===== src/rtl/led_pulse_stretcher.sv =====
// led_pulse_stretcher
//
// Turns short, clock-synchronous event requests into LED pulses long enough
// to be seen. Each rising edge on event_in yields exactly one led_out pulse
// of ON_TIME clocks followed by at least OFF_TIME dark clocks. Events that
// arrive while a pulse is running are queued in a saturating counter, so
// bursts are replayed as a continuous ON/OFF train rather than merged.
//
// Parameters
//   ON_TIME   clocks led_out is held high per event (>= 1)
//   OFF_TIME  minimum clocks led_out is held low after each pulse (>= 1)
//   PEND_MAX  maximum number of queued events (>= 1)
//
// Ports
//   clk         clock
//   rst         asynchronous, active-high reset; clears all state
//   event_in    event request, synchronous to clk; each 0->1 is one event
//   led_out     stretched pulse (registered)
//   busy        high whenever the controller is not idle
//   pend_count  events queued and not yet started
//   overflow    sticky flag: an event was dropped at saturation
module led_pulse_stretcher #(
    parameter int ON_TIME  = 20_000_000,
    parameter int OFF_TIME = 20_000_000,
    parameter int PEND_MAX = 7
) (
    input  logic                          clk,
    input  logic                          rst,
    input  logic                          event_in,
    output logic                          led_out,
    output logic                          busy,
    output logic [$clog2(PEND_MAX+1)-1:0] pend_count,
    output logic                          overflow
);

    localparam int MAX_T  = (ON_TIME > OFF_TIME) ? ON_TIME : OFF_TIME;
    // A one-clock maximum would give a zero-width counter; keep at least 1 bit.
    localparam int CNT_W  = (MAX_T > 1) ? $clog2(MAX_T) : 1;
    localparam int PEND_W = $clog2(PEND_MAX + 1);

    localparam logic [CNT_W-1:0]  ON_LOAD  = CNT_W'(ON_TIME - 1);
    localparam logic [CNT_W-1:0]  OFF_LOAD = CNT_W'(OFF_TIME - 1);
    localparam logic [PEND_W-1:0] PEND_LIM = PEND_W'(PEND_MAX);
    localparam logic [PEND_W-1:0] PEND_ONE = PEND_W'(1);

    localparam logic [1:0] ST_IDLE = 2'd0;
    localparam logic [1:0] ST_ON   = 2'd1;
    localparam logic [1:0] ST_OFF  = 2'd2;

    logic [1:0]        state_reg, state_next;
    logic [CNT_W-1:0]  cnt_reg, cnt_next;
    logic [PEND_W-1:0] pend_reg, pend_next;
    logic              ovf_reg, ovf_next;
    logic              event_d_reg;
    logic              led_reg;

    logic edge_det;
    logic last_cycle;
    logic ready;

    always_comb begin
        edge_det   = event_in & ~event_d_reg;
        last_cycle = (cnt_reg == '0);
        // Any state other than ON/OFF (including the unused encoding) is
        // treated as idle, so a corrupted state recovers on the next clock.
        ready      = ((state_reg != ST_ON) && (state_reg != ST_OFF)) ||
                     ((state_reg == ST_OFF) && last_cycle);

        state_next = state_reg;
        cnt_next   = cnt_reg;
        pend_next  = pend_reg;
        ovf_next   = ovf_reg;

        if (ready) begin
            if (pend_reg != '0) begin
                // Start a queued event; a simultaneous edge takes the slot
                // just freed, so the count nets to unchanged.
                state_next = ST_ON;
                cnt_next   = ON_LOAD;
                if (!edge_det) begin
                    pend_next = pend_reg - PEND_ONE;
                end
            end else if (edge_det) begin
                state_next = ST_ON;
                cnt_next   = ON_LOAD;
            end else begin
                state_next = ST_IDLE;
                cnt_next   = '0;
            end
        end else begin
            if ((state_reg == ST_ON) && last_cycle) begin
                state_next = ST_OFF;
                cnt_next   = OFF_LOAD;
            end else begin
                cnt_next = cnt_reg - CNT_W'(1);
            end

            if (edge_det) begin
                if (pend_reg < PEND_LIM) begin
                    pend_next = pend_reg + PEND_ONE;
                end else begin
                    ovf_next = 1'b1;
                end
            end
        end
    end

    always_ff @(posedge clk or posedge rst) begin
        if (rst) begin
            state_reg   <= ST_IDLE;
            cnt_reg     <= '0;
            pend_reg    <= '0;
            ovf_reg     <= 1'b0;
            // Reset high so an input already asserted at release is ignored.
            event_d_reg <= 1'b1;
            led_reg     <= 1'b0;
        end else begin
            state_reg   <= state_next;
            cnt_reg     <= cnt_next;
            pend_reg    <= pend_next;
            ovf_reg     <= ovf_next;
            event_d_reg <= event_in;
            led_reg     <= (state_next == ST_ON);
        end
    end

    assign led_out    = led_reg;
    assign busy       = (state_reg != ST_IDLE);
    assign pend_count = pend_reg;
    assign overflow   = ovf_reg;

endmodule


===== config.mk =====
export PLATFORM = sky130hd
export DESIGN_NAME = led_pulse_stretcher
export DESIGN_NICKNAME = d
export VERILOG_FILES = /design/src/rtl/led_pulse_stretcher.sv
export SDC_FILE = /design/constraint.sdc
export NUM_CORES = 1
export LEC_CHECK = 0
export ABC_AREA = 1
export BUFFER_PORTS_ARGS = -buffer_cell sky130_fd_sc_hd__clkbuf_2
export CAP_MARGIN = 40
export CORE_UTILIZATION = 55
export CTS_CLUSTER_SIZE = 25
export DETAILED_ROUTE_END_ITERATION = 8
export PLACE_DENSITY_LB_ADDON = 0.05
export SLEW_MARGIN = 0
export SYNTH_ARGS = -nofsm -noshare
export SYNTH_HDL_FRONTEND = slang
export SYNTH_SLANG_ARGS = --single-unit

===== constraint.sdc =====
create_clock -name clk -period 5.05 [get_ports clk]
set_input_delay 1.515 -clock clk [delete_from_list [all_inputs] [get_ports clk]]
set_output_delay 1.515 -clock clk [all_outputs]
set_load 0.05 [all_outputs]

# --- After elaboration in Yosys (flattened, before gate mapping) ---
# Cells that the tools add are included.
# W data, S select, Z words.
word_totals:
  regBits: 33
  word_cells: 45
op_classes:
  n_eq_ne: 7
  reduce_logical: 11
  bitwise_logic: 4
  mux: 13
  n_addsub: 3
  order_cmp: 1
ops:
  columns: ["cell", "n"]
  rows:
  - ["$mux W25", 4]
  - ["$logic_not A25 Y1", 1]
  - ["$sub A25 B1 Y25 const B", 1]
  - ["$mux W3", 5]
  - ["$reduce_bool A2 Y1", 3]
  - ["$eq A2 B1 Y1 const B", 2]
  - ["$mux W2", 2]
  - ["$ne A2 B1 Y1 const B", 2]
  - ["$ne A2 B2 Y1 const B", 2]
  - ["$reduce_and A4 Y1", 1]
  - ["$add A3 B1 Y3 const B", 1]
  - ["$logic_and A1 B1 Y1", 3]
  - ["$lt A3 B3 Y1 const B", 1]
  - ["$not A1 Y1", 3]
  - ["$reduce_and A3 Y1", 1]
  - ["$reduce_bool A3 Y1", 1]
  - ["$sub A3 B1 Y3 const B", 1]
  - ["$eq A2 B2 Y1 const B", 1]
  - ["$mux W1", 2]
  - ["$and A1 B1 Y1", 1]
  - ["$logic_or A1 B1 Y1", 1]

# --- Longest topological paths before layout ---
# Gate-level depths: netlist of run 1.
depth:
  word_depth: 6
  mapped_depth: 16
  mapped_depth_nobuf: 16

# --- Worst setup path after synthesis of run 1 ---
# OpenSTA, ideal clock, no wires.
synth_path:
  path_kind: "input port to flip-flop"
  start: "input port event_in"
  end: "register pend_reg[0], in the netlist pend_count[0]"
  stages: 6
  required_time_ns: 4.926
  setup_ns: 0.124
  slack_ns: 2.735
  arrival_ns: 2.190
  path_cell_list: "inv_1 -> nor2_1 -> nand2_1 -> nand2_1 -> nand2_4 -> xor2_2"
synth_between:
  elab_chain_len: 3
  word_cells_on_any_way: 4
synth_lines:
  columns: ["element", "line", "source"]
  rows:
  - ["from (decl)", "29", "input logic event_in,"]
  - ["$and A1 B1 Y1 *", "62", "edge_det = event_in & ~event_d_reg;"]
  - ["$ne A2 B2 Y1 (no source line) / $reduce_bool A2 Y1 (equally long branches)", null, null]
  - ["$reduce_and A4 Y1 (no source line) *", null, null]
  - ["to (signal assigned)", "120", "pend_reg <= pend_next;"]
  - ["to (decl)", "52", "logic [PEND_W-1:0] pend_reg, pend_next;"]
# Every way passes the cells marked *; elsewhere a longest branch is shown, timed or not.
# A chain may end at the register's enable or synchronous reset.

# --- Final worst setup path of run 1 ---
layout_path:
  start: "register state_reg[1]"
  end: "output port busy"
layout_between:
  elab_chain_len: 1
layout_lines:
  columns: ["element", "line", "source"]
  rows:
  - ["from (decl)", "50", "logic [1:0] state_reg, state_next;"]
  - ["from (signal assigned)", "118", "state_reg <= state_next;"]
  - ["$reduce_bool A2 Y1", "128", "assign busy = (state_reg != ST_IDLE);"]
  - ["to (decl)", "31", "output logic busy,"]
# Every way passes these cells.

==> out/results.ini, run 1 <==
[floorplanning]
dieArea_um2 = 3770
rows = 21
die_h_um = 61.4
core_um2 = 3360
start_util_pct = 57.7
io_pins = 9
dieWidth_um = 61.4

[yosys]
yosys.area.top_type_share_pct = 41.3
synth_cell_types = 33
synth.most_common_cell = nand2_1
synthTopCellsByArea = dfrtp_1 (41%), nand2_1 (11%), nor2_1 (8.3%)
yosys_warnings = 0
synth-seq-cells = 33
synth_ff_type = dfrtp_1
ys_top_cells_by_count = nand2_1 (55), nor2_1 (43), dfrtp_1 (32), inv_1 (21), o21ai_0 (14)
synth_edf_count = 0
syn_nets = 244
synthArstFlopShare_pct = 100
syn-cell-area_um2 = 1940
yosysTopAreaCell = dfrtp_1
synth-seq-area-share_pct = 42.6
syn_avg_cell_area_um2 = 8.15
synth_cells = 238

[setup_path]
cp_max_fo = 2
setup.worst_path.class = reg -> out
required_ps = 3540
cp_slowest_stage_delay_ps = 390
critPathArrivalTime_ps = 1080
reg2reg_slack_ps = 2670
worstPathCellList = inv_1 > nand2_1 > clkbuf_2
start_kind = flop
endpoint_kind = output pin
r2r_start = cnt_reg[0]
worstReg2RegEnd = cnt_reg[17]
cp_slowest_cell = dfrtp_1
r2r_cells = 11

[cells_and_area]
largest_register_ffs = 25
area_growth_pct = 8.32
fin_util_pct = 62.5
n_antenna_cell = 0
drive_gt1_share_pct = 19.0
nNetsFinal = 257

[clock_network]
clkTransAtPathRegs_ps = 100
tritoncts = done
ctsRootBufferMaster = clkbuf_4
holdBufCountCts = 0
numCtsBuffers = 5
clock_sinks = 33
cts_resized = 0
htree_levels = 2
clk_path_buf_depth = 2
cts_setup_buffers = 0
clk_latency_ps = 350

[outcome]
run_status = complete, no violations

[pwr]
ir_drop_v = 0.000234
p_per_area_nw_per_um2 = 298
power_uw = 626
p_leak_nw = 0.937

[global_routing]
track_usage_pct = 23.5
grt_pass1_vias = 1380
antenna_found_initial = 0
globalRouteOverflowTotal = 0
grt_pass1_wl_um = 6260
grt_max_degree = 34

[drt]
viasPerCell = 5.03
first_pass_iters = 4
wl_um = 3720
drt-initial-drc-count = 99
post_drt_wl_per_cell_um = 12.5
post-route-drc-count = 0
antenna_left = 0
vias = 1498

[hold_path]
hold_class = reg -> reg
worstHoldStart = overflow
hold_path_depth = 1
min_to = overflow

[timing]
holdWs_ps = 491
relSlewSlack_pct = 52.9
rsz0062_at_grt = no
max_freq_ghz = 0.385
hold_violations = 0
period_share_pct = 51.4
setup_viol = 0
setup_tns_ps = 0
clock_skew_ps = 9.91
slew_viol_final = 0
worst_pin_slew_ps = 704
fin_crit_ps = 2600

[placement]
hpwl_um = 2690
place_congestion = 0.839
numPortBuffers = 8

[job]
cap_violations = 0

## placed cells by master, fill, tap and decap left out, types with 6 or more instances in the layout
master	instances
nand2_2	6
nand3_1	7
nand2_1	55
inv_1	21
nor2_1	43
clkbuf_2	8
xnor2_1	8
nor2_2	7
dfrtp_1	32
o21ai_0	14
xor2_1	9
## through the flow
stage / setup slack [ps] / cells / instance area, um2
6_report: 2450 / 298 / 2100
5_1_grt: 2320 / 298 / 2100
4_1_cts: 2440 / 298 / 2100
3_5_place_dp: 2570 / 290 / 2030
3_3_place_gp: 2600 / 290 / 2030
2_1_floorplan: 2740 / 238 / 1940
## power by group
| group | internal [mW] | switching [mW] | leakage [nW] |
|---|---|---|---|
| registers | 0.280 | 0.0144 | 0.379 |
| clock network | 0.104 | 0.0922 | 0.0422 |
| logic | 0.0356 | 0.100 | 0.515 |
## final cells by class
type	count	area, um2
fillers	326	1260
multi-input cells	178	991
flip-flops and latches	33	827
inverters	24	103
well taps	46	57.6
repair buffers	9	47.5
clock buffers	6	41.3
clock inverters	2	35.0
## cell families (layout without fill, tap and decap cells)
group	after synthesis	in the layout	share of synthesized area (%)
AND/OR/NAND/NOR	138	138	34.2
flip-flops	33	33	42.6
buffers and inverters	27	41	6.32
AO/OA/AOI/OAI	19	19	6.06
XOR/XNOR	18	18	8.51
adder cells (fa/ha/maj)	3	3	2.32
## metal layers
| layer | vias up | global-route usage (%) | wire, um |
|---|---|---|---|
| met2 | 23 | 37.9 | 1800 |
| met3 | 8 | 5.25 | 129 |
| met5 | - | 0 | 0 |
| met1 | 702 | 30.7 | 1720 |
| li1 | 765 | - | - |
| met4 | 0 | 9.84 | 70 |
## critical path: cells and delay by family, from the launching register on
family | cells | cell delay, ps
flip-flops | 1 | 390
AND/OR/NAND/NOR | 1 | 50
buffers and inverters | 2 | 290
## how the worst max path moves through the flow
| stage | to | slack, ps | startpoint |
|---|---|---|---|
| 4_1_cts | busy | 2440 | state_reg[1] |
| 2_1_floorplan | pend_count[0] | 2740 | event_in |
| 6_report | busy | 2450 | state_reg[1] |
| 5_1_grt | cnt_reg[8] | 2320 | cnt_reg[0] |
| 3_3_place_gp | pend_count[0] | 2600 | event_in |
| 3_5_place_dp | pend_count[0] | 2570 | event_in |
Power figures use the tool's default switching activity.
==> run 2, diff against run 1 <==
Clock period 5.05 ns to 2.3 ns, I/O delays scaled along.
==> run 2 against run 1 <==
  * Sequential power up 120%
  * Via count is 2.3% lower
  * Sequential share of layout area is 0.093 points lower
  * Design area rose by 0.24%
  * Clock-buffer cell count up 2
  * Clock skew rose by 4.8 ps
  * Register-to-register slack got worse by 2400 ps
  * Critical path type is now reg -> reg
  * Highest routed layer unchanged
==> out/results.ini, run 2 (synthesis results as in run 1) <==
[setup_path]
crit_family = simple AND/OR/NAND/NOR gates
required_ps = 2540  ; -1000 ps
r2r_start = cnt_reg[0]
cp_slowest_stage_delay_ps = 400  ; about the same
cp_num_buf_inv = 3  ; +1
cp_max_fo = 17  ; +15
r2r_cells = 13  ; +2
worstPathCellList = inv_1 > ha_1 > inv_1 > nor2_1 > nand2_1 > nor2_2 > nand3_4 > nand2_4 > nand2_8 > clkinv_8 > fa_1 > nand2_1 > o21ai_2
worstReg2RegEnd = pend_count[1]
cp_slowest_cell = dfrtp_1
start_kind = flop
critPathArrivalTime_ps = 2240  ; +1160 ps
path_depth = 13  ; +10
setup.worst_path.class = reg -> reg
reg2reg_slack_ps = 300  ; -2370 ps
endpoint_kind = flop

[cells_and_area]
drive_gt1_share_pct = 19.6  ; +0.56 points
fillCellCount = 333  ; +2.1%
area_growth_pct = 8.58
final_common_cell = nand2_1
n_antenna_cell = 0  ; unchanged
largest_register_ffs = 25  ; unchanged
nNetsFinal = 260  ; +1.2%
layout_common_cells = nand2_1 (55), nor2_1 (43), dfrtp_1 (32)

[floorplanning]
start_util_pct = 57.7  ; unchanged
dieWidth_um = 61.4  ; unchanged
io_pins = 9  ; unchanged
rows = 21  ; unchanged
dieArea_um2 = 3770  ; unchanged
die_h_um = 61.4  ; unchanged
core_um2 = 3360  ; unchanged

[timing]
slew_viol_final = 0  ; unchanged
hold_violations = 0  ; unchanged
worst_pin_slew_ps = 494  ; -210 ps
relSlewSlack_pct = 67.0  ; +14 points
fin_crit_ps = 2000
period_share_pct = 86.9
setup_viol = 0  ; unchanged
max_freq_ghz = 0.500
clock_skew_ps = 14.7  ; +4.77 ps
finalWorstSetupSlack_ps = 301  ; -2150 ps
setup_tns_ps = 0  ; unchanged
rsz0062_at_grt = no
holdWs_ps = 332  ; -160 ps

[clock_network]
cts_setup_buffers = 0  ; unchanged
htree_levels = 2  ; unchanged
clk_path_buf_depth = 2  ; unchanged
holdBufCountCts = 0  ; unchanged
numCtsBuffers = 5  ; unchanged
tritoncts = done
clk_latency_ps = 350  ; about the same
cts_resized = 0  ; unchanged
clock_sinks = 33  ; unchanged
ctsRootBufferMaster = clkbuf_4
clkTransAtPathRegs_ps = 90  ; about the same

[placement]
place_congestion = 0.802  ; -4.4%
hpwl_um = 2860  ; +6.7%
numPortBuffers = 8  ; unchanged
place_ws_ps = 290  ; -2280 ps

[drt]
first_pass_iters = 5  ; +1
vias = 1463  ; -2.3%
viasPerCell = 4.86  ; -3.3%
antenna_left = 0  ; unchanged
drt-initial-drc-count = 39  ; -61%
post-route-drc-count = 0  ; unchanged
wl_um = 3760  ; +1.1%
post_drt_wl_per_cell_um = 12.5  ; about the same

[global_routing]
grt_pass1_wl_um = 6110  ; -2.4%
grt_pass1_vias = 1360  ; -1.4%
track_usage_pct = 23.2  ; -0.31 points
globalRouteOverflowTotal = 0  ; unchanged
antenna_found_initial = 0  ; unchanged
grt_max_degree = 18  ; -47%

[outcome]
run_status = complete, no violations

[job]
cap_violations = 0  ; unchanged

[pwr]
p_per_area_nw_per_um2 = 613  ; +110%
p_leak_nw = 0.941  ; +0.51%
ir_drop_v = 0.000525  ; +120%
power_mw = 1.29  ; +110%

[hold_path]
hold_class = in -> async

-- run 2: changes by cell type in the layout (fill, tap and decap cells not counted) --
cell	change
clkbuf_8	+1
bufinv_16	-1
buf_4	+3
clkinv_2	-1
clkbuf_1	+1
-- run 2: worst max path at each step --
stage	from	endpoint	slack [ps]
floorplan	cnt_reg[0]	pend_count[1]	450
global placement	cnt_reg[0]	pend_count[1]	350
detailed placement	cnt_reg[0]	pend_count[1]	290
CTS	cnt_reg[0]	pend_count[1]	290
global route	cnt_reg[0]	pend_count[1]	120
finish	cnt_reg[0]	pend_count[1]	300
-- run 2: metal layers --
metal | GRT usage (%) | vias to the layer above | share of wire [%]
met3 | 4.41 | 7 | 1.8
li1 | - | 770 | -
met2 | 39.1 | 12 | 49
met4 | 11.4 | 0 | 2.4
met1 | 28.5 | 674 | 47
met5 | 0 | - | 0
-- run 2: layout make-up --
type	instances	area [um2]	share of cell area (%)
multi-input cells	178	991	47.0
flip-flops and latches	33	827	39.3
inverters	24	103	4.87
repair buffers	12	70.1	3.33
clock buffers	8	58.8	2.79
well taps	46	57.6	2.73
-- run 2: through the flow --
stage,util [%],std cells,cell area [um2]
finish,62.6,301,2110
global route,62.6,301,2110
CTS,62.6,301,2110
detailed placement,60.9,293,2050
global placement,60.9,293,2050
floorplan,-,238,1940
-- run 2: report_power, final --
part / switching (mW) / internal, mW
Clock: 0.197 / 0.151
Combinational: 0.220 / 0.0769
Sequential: 0.0314 / 0.615
